[src/rtl/mxv_result_tx_if.sv]
// Bus between MxV_SM/result buffer/UART TX and the result-frame transmitter.
// slave = transmitter side, master = the surrounding system (or a bench).
interface mxv_result_tx_if #(
  parameter int RES_W  = 16,
  parameter int ADDR_W = 3
);
  logic              START;
  logic [3:0]        N;
  logic              RES_RD;
  logic [ADDR_W-1:0] RES_ADDR;
  logic [RES_W-1:0]  RES_DATA;
  logic [7:0]        TX_DATA;
  logic              TX_START;
  logic              TX_DONE;
  logic              BUSY;
  logic              DONE;

  modport master (
    output START, N, RES_DATA, TX_DONE,
    input  RES_RD, RES_ADDR, TX_DATA, TX_START, BUSY, DONE
  );

  modport slave (
    input  START, N, RES_DATA, TX_DONE,
    output RES_RD, RES_ADDR, TX_DATA, TX_START, BUSY, DONE
  );
endinterface

[src/rtl/mxv_result_tx.sv]
// Serializes N result words into FE,LEN,data(MSB first),[CHK],EF; CHK built only with MXV_TX_CHECKSUM_EN.
// First TX_START 1 cycle after START; each byte stalls until UART TX_DONE; START is ignored while BUSY.
module mxv_result_tx #(
  parameter int RES_W  = 16,
  parameter int MAX_N  = 8,
  parameter int ADDR_W = 3
) (
  input logic            clk,
  input logic            rst,
  mxv_result_tx_if.slave bus
);

  typedef enum logic [3:0] {
    IDLE,
    SEND_HDR,
    SEND_LEN,
    FETCH,
    SEND_HI,
    SEND_LO,
`ifdef MXV_TX_CHECKSUM_EN
    SEND_CHK,
`endif
    SEND_TAIL,
    FIN
  } state_t;

  localparam logic [3:0] MAX_N4 = 4'(MAX_N);

  state_t            r_state;
  logic [3:0]        r_n;
  logic [3:0]        r_idx;
  logic [RES_W-1:0]  r_word;
  logic              r_fetch_ph;
  logic [7:0]        r_tx_data;
  logic              r_tx_start;
  logic              r_res_rd;
  logic [ADDR_W-1:0] r_res_addr;
`ifdef MXV_TX_CHECKSUM_EN
  logic [7:0]        r_chk;
`endif

  state_t            w_state_nxt;
  state_t            w_after_data;
  logic              w_accept;
  logic              w_last;
  logic [3:0]        w_n_sat;
  logic [3:0]        w_idx_nxt;
  logic [7:0]        w_tx_data_nxt;
  logic              w_tx_start_nxt;
  logic              w_res_rd_nxt;
  logic [ADDR_W-1:0] w_res_addr_nxt;

  assign w_accept = (r_state == IDLE) && bus.START;
  assign w_n_sat  = (bus.N > MAX_N4) ? MAX_N4 : bus.N;
  assign w_last   = (r_idx == r_n - 4'd1);
`ifdef MXV_TX_CHECKSUM_EN
  assign w_after_data = SEND_CHK;
`else
  assign w_after_data = SEND_TAIL;
`endif

  always_ff @(posedge clk) begin
    if (rst) r_state <= IDLE;
    else     r_state <= w_state_nxt;
  end

  // SEND_x states only move on TX_DONE; FETCH takes two cycles (read, then capture).
  always_comb begin
    w_state_nxt = r_state;
    case (r_state)
      IDLE:      if (bus.START)   w_state_nxt = SEND_HDR;
      SEND_HDR:  if (bus.TX_DONE) w_state_nxt = SEND_LEN;
      SEND_LEN:  if (bus.TX_DONE) w_state_nxt = (r_n != 4'd0) ? FETCH : w_after_data;
      FETCH:     if (r_fetch_ph)  w_state_nxt = SEND_HI;
      SEND_HI:   if (bus.TX_DONE) w_state_nxt = SEND_LO;
      SEND_LO:   if (bus.TX_DONE) w_state_nxt = w_last ? w_after_data : FETCH;
`ifdef MXV_TX_CHECKSUM_EN
      SEND_CHK:  if (bus.TX_DONE) w_state_nxt = SEND_TAIL;
`endif
      SEND_TAIL: if (bus.TX_DONE) w_state_nxt = FIN;
      FIN:                        w_state_nxt = IDLE;
      default:                    w_state_nxt = IDLE;
    endcase
  end

  // Byte, strobe and read address are produced on the edge that enters the state.
  always_comb begin
    w_tx_start_nxt = 1'b0;
    w_tx_data_nxt  = r_tx_data;
    w_res_rd_nxt   = 1'b0;
    w_res_addr_nxt = r_res_addr;
    w_idx_nxt      = r_idx;
    if (w_accept)
      w_idx_nxt = 4'd0;
    else if (r_state == SEND_LO && bus.TX_DONE)
      w_idx_nxt = r_idx + 4'd1;
    if (w_state_nxt != r_state) begin
      case (w_state_nxt)
        SEND_HDR:  begin w_tx_start_nxt = 1'b1; w_tx_data_nxt = 8'hFE; end
        SEND_LEN:  begin w_tx_start_nxt = 1'b1; w_tx_data_nxt = {4'h0, r_n}; end
        FETCH:     begin w_res_rd_nxt = 1'b1; w_res_addr_nxt = w_idx_nxt[ADDR_W-1:0]; end
        SEND_HI:   begin w_tx_start_nxt = 1'b1; w_tx_data_nxt = bus.RES_DATA[15:8]; end
        SEND_LO:   begin w_tx_start_nxt = 1'b1; w_tx_data_nxt = r_word[7:0]; end
`ifdef MXV_TX_CHECKSUM_EN
        SEND_CHK:  begin w_tx_start_nxt = 1'b1; w_tx_data_nxt = r_chk; end
`endif
        SEND_TAIL: begin w_tx_start_nxt = 1'b1; w_tx_data_nxt = 8'hEF; end
        default:   ;
      endcase
    end
  end

  always_ff @(posedge clk) begin
    if (rst) begin
      r_n        <= 4'd0;
      r_idx      <= 4'd0;
      r_word     <= '0;
      r_fetch_ph <= 1'b0;
      r_tx_data  <= 8'h00;
      r_tx_start <= 1'b0;
      r_res_rd   <= 1'b0;
      r_res_addr <= '0;
`ifdef MXV_TX_CHECKSUM_EN
      r_chk      <= 8'h00;
`endif
    end else begin
      r_idx      <= w_idx_nxt;
      r_fetch_ph <= (r_state == FETCH) && !r_fetch_ph;
      r_tx_data  <= w_tx_data_nxt;
      r_tx_start <= w_tx_start_nxt;
      r_res_rd   <= w_res_rd_nxt;
      r_res_addr <= w_res_addr_nxt;
      if (w_accept)
        r_n <= w_n_sat;
      if (r_state == FETCH && r_fetch_ph)
        r_word <= bus.RES_DATA;
`ifdef MXV_TX_CHECKSUM_EN
      if (w_accept)
        r_chk <= 8'h00;
      else if (w_tx_start_nxt && (w_state_nxt == SEND_LEN || w_state_nxt == SEND_HI ||
                                  w_state_nxt == SEND_LO))
        r_chk <= r_chk ^ w_tx_data_nxt;
`endif
    end
  end

  assign bus.TX_DATA  = r_tx_data;
  assign bus.TX_START = r_tx_start;
  assign bus.RES_RD   = r_res_rd;
  assign bus.RES_ADDR = r_res_addr;
  assign bus.BUSY     = (r_state != IDLE);
  assign bus.DONE     = (r_state == FIN);

endmodule

[src/flat_wrapper.sv]
// flat-port wrapper written by rule: the top's interface ports become plain ports
module mxv_result_tx_flat 
#(
  parameter int RES_W  = 16,
  parameter int MAX_N  = 8,
  parameter int ADDR_W = 3
)
  (clk, rst, bus_START, bus_N, bus_RES_DATA, bus_TX_DONE, bus_RES_RD, bus_RES_ADDR, bus_TX_DATA, bus_TX_START, bus_BUSY, bus_DONE);
  mxv_result_tx_if #(.RES_W(RES_W), .ADDR_W(ADDR_W)) bus_i ();
  input logic clk;
  input logic rst;
  input wire logic [$bits(bus_i.START)-1:0] bus_START;
  input wire logic [$bits(bus_i.N)-1:0] bus_N;
  input wire logic [$bits(bus_i.RES_DATA)-1:0] bus_RES_DATA;
  input wire logic [$bits(bus_i.TX_DONE)-1:0] bus_TX_DONE;
  output wire logic [$bits(bus_i.RES_RD)-1:0] bus_RES_RD;
  output wire logic [$bits(bus_i.RES_ADDR)-1:0] bus_RES_ADDR;
  output wire logic [$bits(bus_i.TX_DATA)-1:0] bus_TX_DATA;
  output wire logic [$bits(bus_i.TX_START)-1:0] bus_TX_START;
  output wire logic [$bits(bus_i.BUSY)-1:0] bus_BUSY;
  output wire logic [$bits(bus_i.DONE)-1:0] bus_DONE;
  assign bus_i.START = bus_START;
  assign bus_i.N = bus_N;
  assign bus_i.RES_DATA = bus_RES_DATA;
  assign bus_i.TX_DONE = bus_TX_DONE;
  assign bus_RES_RD = bus_i.RES_RD;
  assign bus_RES_ADDR = bus_i.RES_ADDR;
  assign bus_TX_DATA = bus_i.TX_DATA;
  assign bus_TX_START = bus_i.TX_START;
  assign bus_BUSY = bus_i.BUSY;
  assign bus_DONE = bus_i.DONE;
  mxv_result_tx #(.RES_W(RES_W), .MAX_N(MAX_N), .ADDR_W(ADDR_W)) u_core (.clk(clk), .rst(rst), .bus(bus_i));
endmodule
[config.mk]
export PLATFORM = sky130hd
export DESIGN_NAME = mxv_result_tx_flat
export DESIGN_NICKNAME = d
export VERILOG_FILES = /design/src/rtl/mxv_result_tx_if.sv /design/src/rtl/mxv_result_tx.sv /design/src/flat_wrapper.sv
export SDC_FILE = /design/constraint.sdc
export NUM_CORES = 1
export LEC_CHECK = 0
export CAP_MARGIN = 15
export CORE_MARGIN = 5
export CORE_UTILIZATION = 45
export CTS_CLUSTER_DIAMETER = 150
export DETAILED_ROUTE_END_ITERATION = 16
export PLACE_DENSITY = 0.75
export SETUP_SLACK_MARGIN = 0.4
export SLEW_MARGIN = 15
export SYNTH_ARGS = -nofsm -noshare
export SYNTH_HDL_FRONTEND = slang
export SYNTH_SLANG_ARGS = --single-unit
[constraint.sdc]
create_clock -name clk -period 2.4 [get_ports clk]
set_input_delay 0.24 -clock clk [delete_from_list [all_inputs] [get_ports clk]]
set_output_delay 0.24 -clock clk [all_outputs]
set_load 0.02 [all_outputs]
==> flow_metrics.env, run 1 <==
export IMPL_cts_tree="built"
export IMPL_yosysUniqueCellTypes=53
export IMPL_synthMostInstantiatedCell="dfxtp_1"
export IMPL_total_leakage_power_nw=0.989
export IMPL_final_worst_path_cycle_share=0.916
export IMPL_worst_path_dominant_cell_family="simple AND/OR/NAND/NOR gates"
export IMPL_synth_common_cells="dfxtp_1 (34), nor2_1 (23), nand2_1 (16), nand2b_1 (10)"
export IMPL_status="finished, final reports clean"
export IMPL_syn2layout_area_growth_pct=45.5
export IMPL_detailedPlacementHpwl_mm=3.11
export IMPL_diodes=0
export IMPL_synth_compound_area_frac=0.167
export IMPL_vdd_drop_max_mv=0.425
export IMPL_crit_path_cell_trace="inv_2 > ha_4 > xor2_2 > nand3_2 > nor4b_4 > o32ai_2 > a31oi_4 > nand2b_4 > o32ai_2"
export IMPL_io_pins=39
export IMPL_critPathCapture="u_core.bus.TX_DATA[4]"
export IMPL_post_synthesis_cells=199
export IMPL_synth_xor_xnor_area_share=0.0437
export IMPL_net_count_of_the_mapped_netlist=226
export IMPL_postSynth_asyncResetShare=0
export IMPL_synth_seq_area_share=0.377
export IMPL_route_detailed_wl_per_inst_um=15.5
export IMPL_crit_cells=9
export IMPL_die_area_mm2=0.00538
export IMPL_final_min_clock_period_ps=2200
export IMPL_relSlewSlack=0.662
export IMPL_cp_max_stage_delay_ps=440
export IMPL_worst_skew_late_latency_ps=280
export IMPL_fmax_mhz=455
export IMPL_timing_critical_path_fanout_max=8
export IMPL_fin_setup_tns_ps=0
export IMPL_number_of_max_slew_violations_in_the_final_report=0
export IMPL_vias=1638
export IMPL_reg2reg_to="u_core.bus.TX_DATA[4]"
export IMPL_critical_path_launch_point_type="register"
export IMPL_buf_inv_on_cp=1
export IMPL_timing_critical_path_slowest_stage_cell="nor4b_4"
export IMPL_worst_ep_required_time_ps=2590
export IMPL_fp_coreArea_mm2=0.00394
export IMPL_maximum_number_of_pins_on_one_net_before_global_route_repair=35
export IMPL_timing_final_hold_violations=0
export IMPL_cts_root_buffer_cell="clkbuf_8"
export IMPL_timing_reg2reg_worst_path_depth=9
export IMPL_avgSynthCellArea_um2=9.07
export IMPL_area_contributors_post_synth="dfxtp_1 (38%), mux2i_1 (5.0%), nor2_1 (4.8%)"
export IMPL_synth_fa_ha_area_frac=0.0208
export IMPL_cts_made_buffers=5
export IMPL_cts_clk_slew_worst_paths_ps=70
export IMPL_initial_utilization=0.458
export IMPL_post_synth_top_area_cell="dfxtp_1"
export IMPL_cts_htree_levels=2
export IMPL_num_rows=23
export IMPL_setup_reg_to_reg_worst_slack_ps=200
export IMPL_synthSimpleGateAreaFrac=0.264
export IMPL_initial_antenna_violation_count=0
export IMPL_n_fill_cell=302
export IMPL_final_setup_viol_count=0
export IMPL_clock_skew_final_ps=8.31
export IMPL_finalWirelength_mm=4.67
export IMPL_endpoint_kind="register"
export IMPL_finish_cell_count_without_fillers=301
export IMPL_dieHeight_um=73.3
export IMPL_place_gp_congestion=0.767
export IMPL_global_route_overflow_total=0
export IMPL_cts_path_max_buffers=2
export IMPL_synthFlopType="dfxtp_1"
export IMPL_placed_cells_incl_taps=287
export IMPL_grt_first_pass_wirelength_mm=7.45
export IMPL_area_of_the_mapped_netlist_mm2=0.00180
export IMPL_drv_cap=0
export IMPL_synth_mux_area_fraction=0.0874
export IMPL_yosys_register_bits=34
export IMPL_synth_edff_count=0
export IMPL_detail_route_drc_violations=0
export IMPL_timing_worst_setup_path_type="reg -> reg"
export IMPL_worstMarginPinSlew_ps=503
export IMPL_synthDominantCellAreaShare=0.377
export IMPL_fin_util=0.666
export IMPL_dr_first_iter_drc_count=89
export IMPL_critPathMostFrequentCell="o32ai_2"
export IMPL_firstDrtPassIters=6
export IMPL_hp_class="reg -> reg"
export IMPL_number_of_warnings_reported_in_the_yosys_synthesis_log=0
export IMPL_grt_setup_unrepaired="yes"
export IMPL_drt_antenna_violating_nets=0
export IMPL_grt_total_usage=0.177
export IMPL_first_global_vias=1566
export IMPL_place_port_buffers=38
export IMPL_regToRegStartpoint="u_core.r_n[1]"
export IMPL_worstSetupStartpoint="u_core.r_n[1]"
export IMPL_die_width_um=73.3
export IMPL_arrival_ps=2390
export IMPL_post_route_cells_drive_above_1_share=0.267
export IMPL_power_density_mw_per_mm2=484
export IMPL_combinational_family_with_the_most_area_after_synthesis="simple AND/OR/NAND/NOR gates"
export IMPL_cts_sinks=34
export IMPL_finalNetCount=279
export IMPL_post_detailed_route_via_to_cell_ratio=5.44
## through the flow
stage / power (W) / hold WS, ps / instance area [µm²] / setup WS, ps
after detailed placement: 0.000851 / 444 / 2320 / -9.40
after CTS: 0.00127 / 451 / 2530 / 225
after global placement: 0.000848 / 438 / 2320 / 38.3
final: 0.00127 / 450 / 2630 / 201
after global routing: 0.00132 / 476 / 2630 / 116
after floorplan: 0.000751 / 376 / 1870 / 211
## report_power, final
part,internal (W),total (W),leakage (nW),switching [W]
logic,0.000140,0.000261,0.666,0.000121
clock network,0.000221,0.000406,0.0431,0.000185
registers,0.000586,0.000605,0.279,0.0000191
total,0.000946,0.00127,0.989,0.000325
## layer usage
layer | share of wire | wire, µm | track usage
met1 | 0.44 | 2070 | 0.237
met2 | 0.50 | 2350 | 0.286
met5 | 0 | 0 | 0
met4 | 0.013 | 60 | 0.0523
met3 | 0.041 | 193 | 0.0397
## cell type report
cell class	count	area (µm²)	share of cell area
multi-input combinational	153	1250	0.476
sequential	34	693	0.264
timing repair buffer	55	523	0.199
inverter	3	13.8	0.00524
clock buffer	6	82.6	0.0315
tap	50	62.6	0.0238
## what timing repair did
| item | in CTS | in global routing |
|---|---|---|
| setup endpoints to repair | 14 | 15 |
| pin swaps | 4 | 11 |
| buffers inserted | 4 | 3 |
| hold buffers | 0 | 0 |
| gates cloned | 1 | 0 |
| gates resized for setup | 22 | 13 |
## layout by cell type (no fill, tap or decap), types with 2 or more instances in the layout
cell type / Yosys / final
nor2_1: 23 / 22
nand2b_1: 10 / 10
and3_1: 2 / 2
o21ai_4: 0 / 2
nor3_1: 5 / 5
nor2b_1: 3 / 2
xnor2_2: 0 / 2
nand2_1: 16 / 16
xnor2_1: 5 / 3
xor2_1: 4 / 3
clkdlybuf4s50_1: 0 / 37
nand3b_1: 5 / 5
or3_1: 2 / 2
nand3_1: 6 / 4
nand3_2: 0 / 2
dfxtp_2: 0 / 4
dfxtp_1: 34 / 28
mux2i_1: 9 / 9
a21oi_1: 8 / 7
o21ai_1: 2 / 5
dfxtp_4: 0 / 2
buf_4: 1 / 16
o22ai_1: 9 / 8
mux2_4: 0 / 5
clkbuf_8: 0 / 6
o32ai_2: 1 / 3
## kinds of logic (layout without fill, tap and decap cells)
kind of cell	count (synthesis)	count (layout)
adder cells (fa/ha/maj)	3	3
buffers and inverters	13	64
AO/OA/AOI/OAI	40	40
XOR/XNOR	9	9
flip-flops	34	34
multiplexers	15	15
AND/OR/NAND/NOR	84	85
other	1	1
## worst min-delay path: stages (launching register included)
cell and delay [ps]:
dfxtp_1 310, nand2_1 50, a21oi_1 50
## worst min-delay path by stage
| stage | to | start | slack (ps) | cells after the start |
|---|---|---|---|---|
| floorplan | u_core.r_n[3] | bus_N[3] | 380 | 2 |
| global placement | u_core.bus.RES_ADDR[0] | u_core.bus.RES_ADDR[0] | 440 | 2 |
| detailed placement | u_core.bus.RES_ADDR[0] | u_core.bus.RES_ADDR[0] | 440 | 2 |
| CTS | u_core.bus.RES_ADDR[0] | u_core.bus.RES_ADDR[0] | 450 | 2 |
| global route | u_core.bus.RES_ADDR[0] | u_core.bus.RES_ADDR[0] | 480 | 2 |
| finish | u_core.bus.RES_ADDR[0] | u_core.bus.RES_ADDR[0] | 450 | 2 |
## registers in the layout, indices dropped and copies added (netlist names)
| name | flops |
|---|---|
| u_core.r_fetch_ph | 1 |
| u_core.r_word | 8 |
| u_core.bus.RES_RD | 1 |
| u_core.bus.TX_DATA | 8 |
| u_core.bus.RES_ADDR | 3 |
| u_core.bus.TX_START | 1 |
| u_core.r_n | 4 |
| u_core.r_state | 4 |
| u_core.r_idx | 4 |
Note: power is estimated with default switching activity, not from simulation.
==> run 2, diff against run 1 <==
--- a/config.mk
+++ b/config.mk
@@ -6,11 +6,13 @@
 export NUM_CORES = 1
 export LEC_CHECK = 0
 export CAP_MARGIN = 15
+export CELL_PAD_IN_SITES_DETAIL_PLACEMENT = 1
+export CELL_PAD_IN_SITES_GLOBAL_PLACEMENT = 1
 export CORE_MARGIN = 5
-export CORE_UTILIZATION = 45
+export CORE_UTILIZATION = 34
 export CTS_CLUSTER_DIAMETER = 150
 export DETAILED_ROUTE_END_ITERATION = 16
-export PLACE_DENSITY = 0.75
+export PLACE_DENSITY_LB_ADDON = 0.1
 export SETUP_SLACK_MARGIN = 0.4
 export SLEW_MARGIN = 15
 export SYNTH_ARGS = -nofsm -noshare
==> run 2 against run 1 <==
  * Non-clock buffer count grew 2
  * Cell count increased by 7.3%
  * Clock skew barely moved
  * Sequential power is essentially flat
  * Worst setup slack lost 38 ps
  * Hold slack improved by 8.6 ps
  * Clock power increased by 4%
  * First-iteration DRC count fell by 61%
  * Critical endpoint is now u_core.bus.TX_DATA[3]
  * Highest routed layer unchanged
==> flow_metrics.env, run 2 (synthesis gave the netlist of run 1 again) <==
export IMPL_p_switching_w=0.000360
export IMPL_worst_path_dominant_cell_family="compound AO/OA/AOI/OAI gates"
export IMPL_power_share_combinational=0.223
export IMPL_clkPwrFrac=0.319
export IMPL_cts_path_max_buffers=2
export IMPL_syn2layout_area_growth_pct=52.3
export IMPL_most_common_layout_cells="clkdlybuf4s50_1 (38), dfxtp_1 (27), nor2_1 (20), buf_4 (18), nand2_1 (16)"
export IMPL_placed_cells_incl_taps=309
export IMPL_post_route_cells_drive_above_1_share=0.304
export IMPL_final_setup_viol_count=0
export IMPL_arrival_ps=2400
export IMPL_setup_reg_to_reg_worst_slack_ps=160
export IMPL_detailedPlacementHpwl_mm=3.93
export IMPL_total_leakage_power_nw=1.01
export IMPL_crit_cells=9
export IMPL_initial_antenna_violation_count=0
export IMPL_maximum_number_of_pins_on_one_net_before_global_route_repair=25
export IMPL_final_worst_path_cycle_share=0.932
export IMPL_timing_critical_path_fanout_max=5
export IMPL_cts_hold_fix_buffers=0
export IMPL_finish_cell_count_without_fillers=323
export IMPL_sequential_cell_fraction_of_total_power=0.458
export IMPL_final_common_cell="clkdlybuf4s50_1"
export IMPL_die_width_um=82.8
export IMPL_cp_max_stage_delay_ps=360
export IMPL_final_setup_worst_slack_ps=162
export IMPL_cts_sinks=34
export IMPL_dieHeight_um=82.8
export IMPL_finalNetCount=281
export IMPL_worst_skew_late_latency_ps=290
export IMPL_clock_skew_final_ps=7.98
export IMPL_timing_critical_path_slowest_stage_cell="dfxtp_4"
export IMPL_number_of_max_slew_violations_in_the_final_report=0
export IMPL_status="finished, final reports clean"
export IMPL_timing_reg2reg_worst_path_depth=9
export IMPL_grt_total_usage=0.161
export IMPL_cell_count_of_the_worst_hold_path=2
export IMPL_fmax_mhz=447
export IMPL_buf_inv_on_cp=1
export IMPL_firstDrtPassIters=4
export IMPL_place_port_buffers=38
export IMPL_final_min_clock_period_ps=2240
export IMPL_dpl_worst_slack_ps=-60.1
export IMPL_detail_route_drc_violations=0
export IMPL_timing_worst_setup_path_type="reg -> reg"
export IMPL_cts_root_buffer_cell="clkbuf_8"
export IMPL_endpoint_kind="register"
export IMPL_worst_ep_required_time_ps=2570
export IMPL_io_pins=39
export IMPL_num_rows=26
export IMPL_global_route_overflow_total=0
export IMPL_vias=1654
export IMPL_cellInternalPower_w=0.000966
export IMPL_reg2reg_to="u_core.bus.TX_DATA[3]"
export IMPL_vdd_drop_max_mv=0.348
export IMPL_timing_hold_worst_endpoint="u_core.bus.RES_ADDR[0]"
export IMPL_power_density_mw_per_mm2=483
export IMPL_cts_tree="built"
export IMPL_route_detailed_wl_per_inst_um=17.7
export IMPL_timing_final_hold_violations=0
export IMPL_cts_made_buffers=5
export IMPL_dr_first_iter_drc_count=35
export IMPL_first_global_vias=1834
export IMPL_fp_coreArea_mm2=0.00514
export IMPL_place_gp_congestion=0.784
export IMPL_startpoint_of_the_most_critical_hold_path="u_core.bus.RES_ADDR[0]"
export IMPL_drt_antenna_violating_nets=0
export IMPL_cts_htree_levels=2
export IMPL_critical_path_launch_point_type="register"
export IMPL_finalWirelength_mm=5.73
export IMPL_grt_first_pass_wirelength_mm=9.07
export IMPL_post_detailed_route_via_to_cell_ratio=5.12
export IMPL_regToRegStartpoint="u_core.r_n[0]"
export IMPL_hp_class="reg -> reg"
export IMPL_cts_clk_slew_worst_paths_ps=60
export IMPL_die_area_mm2=0.00686
export IMPL_drv_cap=0
export IMPL_grt_setup_unrepaired="yes"
export IMPL_diodes=0
export IMPL_crit_path_cell_trace="inv_4 > ha_4 > xor2_2 > nand3_2 > o31ai_4 > and2_4 > mux2_4 > o22ai_2 > o22ai_1"
export IMPL_initial_utilization=0.351
export IMPL_power_switching_share=0.272
-- run 2: timing repair --
| action | CTS | global route |
|---|---|---|
| buffers inserted | 6 | 1 |
| resized for setup | 27 | 21 |
| pin swaps | 6 | 16 |
| gates cloned | 1 | 0 |
| endpoints found under the setup margin | 14 | 14 |
-- run 2: power by group through the flow --
stage                     Combinational (W)  Clock [W]  Sequential, W
after global routing               0.000313   0.000456       0.000610
after floorplan                    0.000118          0       0.000633
after global placement             0.000235          0       0.000618
final                              0.000296   0.000423       0.000607
after CTS                          0.000267   0.000435       0.000605
after detailed placement           0.000244          0       0.000619
-- run 2: worst max-delay path by stage --
stage	startpoint	to	slack (ps)
6_report	u_core.r_n[0]	u_core.bus.TX_DATA[3]	160
5_1_grt	u_core.r_n[0]	u_core.bus.TX_DATA[3]	30
4_1_cts	u_core.r_n[0]	u_core.bus.TX_DATA[2]	150
3_5_place_dp	bus_TX_DONE	u_core.bus.TX_DATA[3]	-60
3_3_place_gp	bus_TX_DONE	u_core.bus.TX_DATA[6]	40
2_1_floorplan	u_core.r_n[0]	u_core.bus.TX_DATA[4]	210
-- run 2: routing by layer --
| layer | global-route usage | wire length (µm) |
|---|---|---|
| met4 | 0.0401 | 78 |
| met5 | 0 | 0 |
| met1 | 0.187 | 2430 |
| met2 | 0.292 | 3050 |
| met3 | 0.0406 | 172 |
-- run 2: area by class of cell --
cell class	count	area, µm²
fill	603	2390
tap	70	87.6
inverter	3	16.3
multi-input combinational	153	1330
timing repair buffer	57	536
clock buffer	6	82.6
sequential	34	694
-- run 2: metrics by stage --
step           utilization  instance area, µm²  TNS, ps  power [W]  hold slack (ps)
2_1_floorplan            -                1870        0   0.000751              376
3_3_place_gp         0.462                2370        0   0.000853              445
3_5_place_dp         0.462                2370     -250   0.000863              456
4_1_cts              0.509                2610        0    0.00131              466
5_1_grt              0.535                2750        0    0.00138              497
6_report             0.535                2750        0    0.00133              459
-- run 2: tightest hold or removal path, stage by stage, from the launching register on --
cell and delay, ps:
dfxtp_1 310, nand2_1 50, a21oi_1 50
